===== src/rtl/rr_hold_arbiter_pkg.sv =====
// Shared definitions for the round-robin hold arbiter: FSM encoding,
// counter width and a one-hot to index helper.
package arb_pkg;

    typedef enum logic {
        ARB_IDLE  = 1'b0,
        ARB_OWNED = 1'b1
    } arb_state_t;

    localparam int HOLD_W = 8;

    // Sized for the largest legal requester count (16).
    function automatic logic [3:0] onehot_to_idx(input logic [15:0] oh);
        logic [3:0] idx;
        idx = '0;
        for (int i = 0; i < 16; i++) begin
            if (oh[i]) idx = 4'(i);
        end
        return idx;
    endfunction

endpackage


===== src/rtl/rr_hold_arbiter_pick.sv =====
// Combinational round-robin picker: first set bit of (req & ~exclude)
// at or above start_idx, wrapping, found via a double-width priority search.
module rr_pick
    import arb_pkg::*;
#(
    parameter int N    = 4,
    parameter int ID_W = $clog2(N)
) (
    input  logic [N-1:0]    req,
    input  logic [ID_W-1:0] start_idx,
    input  logic [N-1:0]    exclude,
    output logic            found,
    output logic [ID_W-1:0] idx,
    output logic [N-1:0]    onehot
);

    localparam int W2 = 2 * N;

    logic [N-1:0]  w_masked;
    logic [W2-1:0] w_dbl;
    logic [W2-1:0] w_mask;
    logic [W2-1:0] w_cand;
    logic [W2-1:0] w_hit;

    assign w_masked = req & ~exclude;
    assign w_dbl    = {w_masked, w_masked};
    // Drop bits below start_idx; the upper copy supplies the wrapped candidates.
    assign w_mask   = ~((W2'(1) << start_idx) - W2'(1));
    assign w_cand   = w_dbl & w_mask;
    assign w_hit    = w_cand & (~w_cand + W2'(1));

    assign found  = |w_masked;
    assign onehot = w_hit[N-1:0] | w_hit[W2-1:N];
    assign idx    = ID_W'(onehot_to_idx(16'(onehot)));

endmodule


===== src/rtl/rr_hold_arbiter.sv =====
// Round-robin arbiter with registered grant, grant hold while the owner
// keeps requesting, and preemption once a MAX_HOLD-cycle quantum expires.
module rr_hold_arbiter
    import arb_pkg::*;
#(
    parameter int N        = 4,
    parameter int MAX_HOLD = 8,
    parameter int ID_W     = $clog2(N)
) (
    input  logic              clk,
    input  logic              rst_n,
    input  logic [N-1:0]      req,
    output logic [N-1:0]      grant,
    output logic [ID_W-1:0]   grant_id,
    output logic              busy,
    output logic [HOLD_W-1:0] hold_cnt
);

    arb_state_t        r_state,    w_state_nxt;
    logic [N-1:0]      r_grant,    w_grant_nxt;
    logic [ID_W-1:0]   r_grant_id, w_id_nxt;
    logic [ID_W-1:0]   r_last_ptr, w_last_nxt;
    logic [HOLD_W-1:0] r_hold_cnt, w_hold_nxt;

    logic [ID_W-1:0]   w_start;
    logic [N-1:0]      w_excl;
    logic              w_found;
    logic [ID_W-1:0]   w_idx;
    logic [N-1:0]      w_oh;
    logic              w_owner_req;
    logic              w_quantum_end;

    // While owned, last_ptr equals the owner, so one picker serves every case.
    assign w_start       = (r_last_ptr == ID_W'(N - 1)) ? '0 : r_last_ptr + ID_W'(1);
    assign w_excl        = (r_state == ARB_OWNED) ? r_grant : '0;
    assign w_owner_req   = req[r_grant_id];
    assign w_quantum_end = (r_hold_cnt == HOLD_W'(MAX_HOLD - 1));

    rr_pick #(
        .N    (N),
        .ID_W (ID_W)
    ) u_pick (
        .req       (req),
        .start_idx (w_start),
        .exclude   (w_excl),
        .found     (w_found),
        .idx       (w_idx),
        .onehot    (w_oh)
    );

    always_comb begin
        w_state_nxt = r_state;
        w_grant_nxt = r_grant;
        w_id_nxt    = r_grant_id;
        w_last_nxt  = r_last_ptr;
        w_hold_nxt  = r_hold_cnt;
        case (r_state)
            ARB_IDLE: begin
                if (w_found) begin
                    w_state_nxt = ARB_OWNED;
                    w_grant_nxt = w_oh;
                    w_id_nxt    = w_idx;
                    w_last_nxt  = w_idx;
                    w_hold_nxt  = '0;
                end
            end
            ARB_OWNED: begin
                if (!w_owner_req || w_quantum_end) begin
                    w_hold_nxt = '0;
                    if (w_found) begin
                        w_grant_nxt = w_oh;
                        w_id_nxt    = w_idx;
                        w_last_nxt  = w_idx;
                    end else if (!w_owner_req) begin
                        w_state_nxt = ARB_IDLE;
                        w_grant_nxt = '0;
                        w_id_nxt    = '0;
                    end
                end else begin
                    w_hold_nxt = r_hold_cnt + HOLD_W'(1);
                end
            end
            default: begin
                w_state_nxt = ARB_IDLE;
                w_grant_nxt = '0;
                w_id_nxt    = '0;
                w_hold_nxt  = '0;
            end
        endcase
    end

    always_ff @(posedge clk or negedge rst_n) begin
        if (!rst_n) begin
            r_state    <= ARB_IDLE;
            r_grant    <= '0;
            r_grant_id <= '0;
            r_last_ptr <= ID_W'(N - 1);
            r_hold_cnt <= '0;
        end else begin
            r_state    <= w_state_nxt;
            r_grant    <= w_grant_nxt;
            r_grant_id <= w_id_nxt;
            r_last_ptr <= w_last_nxt;
            r_hold_cnt <= w_hold_nxt;
        end
    end

    assign grant    = r_grant;
    assign grant_id = r_grant_id;
    assign busy     = (r_state == ARB_OWNED);
    assign hold_cnt = r_hold_cnt;

endmodule


===== config.mk =====
export PLATFORM = sky130hd
export DESIGN_NAME = rr_hold_arbiter
export DESIGN_NICKNAME = d
export VERILOG_FILES = /design/src/rtl/rr_hold_arbiter_pkg.sv /design/src/rtl/rr_hold_arbiter_pick.sv /design/src/rtl/rr_hold_arbiter.sv
export SDC_FILE = /design/constraint.sdc
export NUM_CORES = 1
export LEC_CHECK = 0
export ABC_CLOCK_PERIOD_IN_PS = 2240
export CAP_MARGIN = 20
export CORE_MARGIN = 4
export CORE_UTILIZATION = 50
export DETAILED_ROUTE_END_ITERATION = 12
export GPL_ROUTABILITY_DRIVEN = 0
export PLACE_DENSITY_LB_ADDON = 0.3
export SYNTH_ARGS = -nofsm -noshare
export SYNTH_HDL_FRONTEND = slang
export SYNTH_HIERARCHICAL = 1
export SYNTH_SLANG_ARGS = --single-unit

===== constraint.sdc =====
create_clock -name clk -period 2.24 [get_ports clk]
set_clock_uncertainty 0.1 [all_clocks]
set_input_delay 0.448 -clock clk [delete_from_list [all_inputs] [get_ports clk]]
set_output_delay 0.448 -clock clk [all_outputs]
set_load 0.005 [all_outputs]

==> results.txt <==
leading cell type in the layout, fill and taps excluded: clkdlybuf4s50_1
grt met2 use: 32.60%
Seq/Total Area, Yosys: 38.17%
post-synth cell types: 42
clock root buffer: clkbuf_4
mean instance size in the synthesized netlist: 9.342 um^2
most used routing layer: met2
post-DR vias/cell: 5.767
number of antenna violations at the first check in global routing: 0
clock sink count: 17
post-layout total power: 1.608 mW
fill cell instance count of the final layout: 170
area of the core region: 2042 um^2
hpwl dp: 2.067 mm
class of the most critical hold timing path: in -> async
vias in the first global route: 1050
overall die width: 55.35 um
crit path capture type: flip-flop
leakage power summed over all cells: 0.6318 nW
WHS: 0.3618 ns
global-route usage over all layers: 18.58%
I/O Buffers: 20
share of the cycle needed by the critical path after routing: 86.35%
CP arrival: 2.08 ns
register bit total from synthesis: 17
RSZ-0062 raised after global routing: false
Critical Path Fanout Max: 12
worst slew margin relative to its limit: 74.93%
Longest Clk Path Bufs: 2
area post-placement: 1429 um^2
top-level port count: 21
CTS resizes: 0
Clock Pin Slew Worst Setup and Hold Paths: 0.10 ns
worst setup path class: in -> reg
mapped cell area: 1121 um^2
transition time at the pin with the least slew margin: 0.3743 ns
utilization after layout: 71.26%
total vias in the final route: 1038
number of clock buffers inserted by TritonCTS: 3
most frequent cells in the layout: clkdlybuf4s50_1 (20), dfrtp_1 (15), buf_4 (14)
P per Cell Area: 1105 nW/um^2
total wire length after detailed routing: 2.682 mm
Clk Latency, worst-skew pair: 0.30 ns
synthesis-to-finish area growth: 29.80%
outcome: finished clean
overall die height: 55.35 um
initial cell density of the core: 54.90%
endpoints failing hold: 0
number of DRC violations after detailed-routing iteration 0: 22
hold buffers post-CTS: 0
Critical Path Source Type: input pin
diode insertion count for antenna repair: 0
final number of setup-violating endpoints: 0
GRT overflow: 0
# rows: 16
TritonCTS clock tree: done
Synth Instances: 120
final setup slack of the worst path: 0.3057 ns
CTS H-tree lvls: 1
final layout net count: 162
post-CTS repair timing setup buffer count: 0
remaining antenna violation count after routing: 0
proportion of layout cells with a drive suffix above 1: 18.30%
detailed-routing iteration count for the pre-antenna-repair pass: 4
detailed-route DRC error count: 0
GR Util met3: 3.963%
non-filler cells, final: 180
Ys Warns: 6
Final Max Slew Viols: 0
Peak supply drop: 0.0008729 V
wire per inst: 14.90 um
cell area after layout: 1455 um^2
placed cell count: 176
net count after synthesis: 128
DIE AREA: 3064 um^2
final period demand of the worst path: 1.934 ns
number of maximum-capacitance violations: 0
wire length of the first global-routing pass: 4.574 mm
pin count of the biggest net entering global routing: 18
worst slack at placement: -0.008747 ns
met1 usage in global routing: 21.28%
maximum frequency from static timing analysis: 517.0 MHz
Total Negative Setup Slacks: 0 ns
data required time at the worst endpoint: 2.38 ns
area by class of cell:
class,count,area (um^2),area share [%]
clock buffers,4,26.28,1.806
repair buffers,34,305.3,20.98
well taps,27,33.78,2.322
inverters,9,33.78,2.322
multi-input cells,89,628.1,43.16
flip-flops and latches,17,427.9,29.41
critical path, stage by stage:
cell,delay (ns)
clkdlybuf4s50_1,0.46
mux4_2,0.53
o211ai_4,0.19
nand2_1,0.15
mux2_2,0.29
synthesized netlist by cell type, drive strengths merged:
library cell	count	area share, %
a211o	1	0.78
a211oi	2	1.3
a21o	2	1.3
a21oi	5	2.6
a221oi	1	1.3
a31oi	2	1.1
a32o	2	1.8
and2	4	2.2
and3	3	1.7
buf	3	2.1
clkbuf	2	0.67
dfrtp	15	33
dfstp	2	4.7
ha	2	2.2
inv	9	3.0
mux2	2	2.0
mux2i	4	3.6
mux4	1	2.0
nand2	11	3.7
nand2b	5	2.8
nand3	4	1.8
nand4bb	1	1.0
nor2	6	2.0
nor2b	6	3.3
nor3b	1	0.67
o211ai	4	4.4
o21a	2	1.3
o21ai	9	4.0
o221ai	2	1.6
o22ai	1	0.56
o31a	1	0.78
or3	1	0.56
or3b	2	1.8
or4	1	1.0
xnor2	1	0.78
sequential cells by signal, indices dropped and copies added (netlist names):
signal / count
busy: 1
r_last_ptr: 2
hold_cnt: 8
grant: 4
grant_id: 2
logic make-up after synthesis:
family	share of synthesized area, %
flops	38.17
xor+xnor	0.7814
simple gates	22.55
buf+inv	5.803
compound gates	22.88
mux	7.589
fa+ha+maj	2.232
final timing paths:
path / start / end / slack, ns / depth (start not counted)
setup / recovery: req[1] / r_last_ptr[0] / 0.31 / 5
hold / removal: rst_n / grant[2] / 0.36 / 2
setup reg to reg: r_last_ptr[0] / grant_id[1] / 0.35 / 6
hold reg to reg: hold_cnt[0] / hold_cnt[0] / 0.45 / 1
max in group asynchronous: rst_n / r_last_ptr[0] / 1.43 / 2
min in group clk: hold_cnt[0] / hold_cnt[0] / 0.45 / 1
routing by layer:
metal,up-vias,wire (um)
met5,-,0
met4,0,70
met3,9,122
met2,32,1339
met1,498,1150
li1,499,-
power by group:
part / switching, mW / internal, mW / total [mW]
Combinational: 0.475 / 0.483 / 0.957
Clock: 0.101 / 0.0695 / 0.170
Sequential: 0.0743 / 0.407 / 0.481
(Power assumes the default switching activity.)
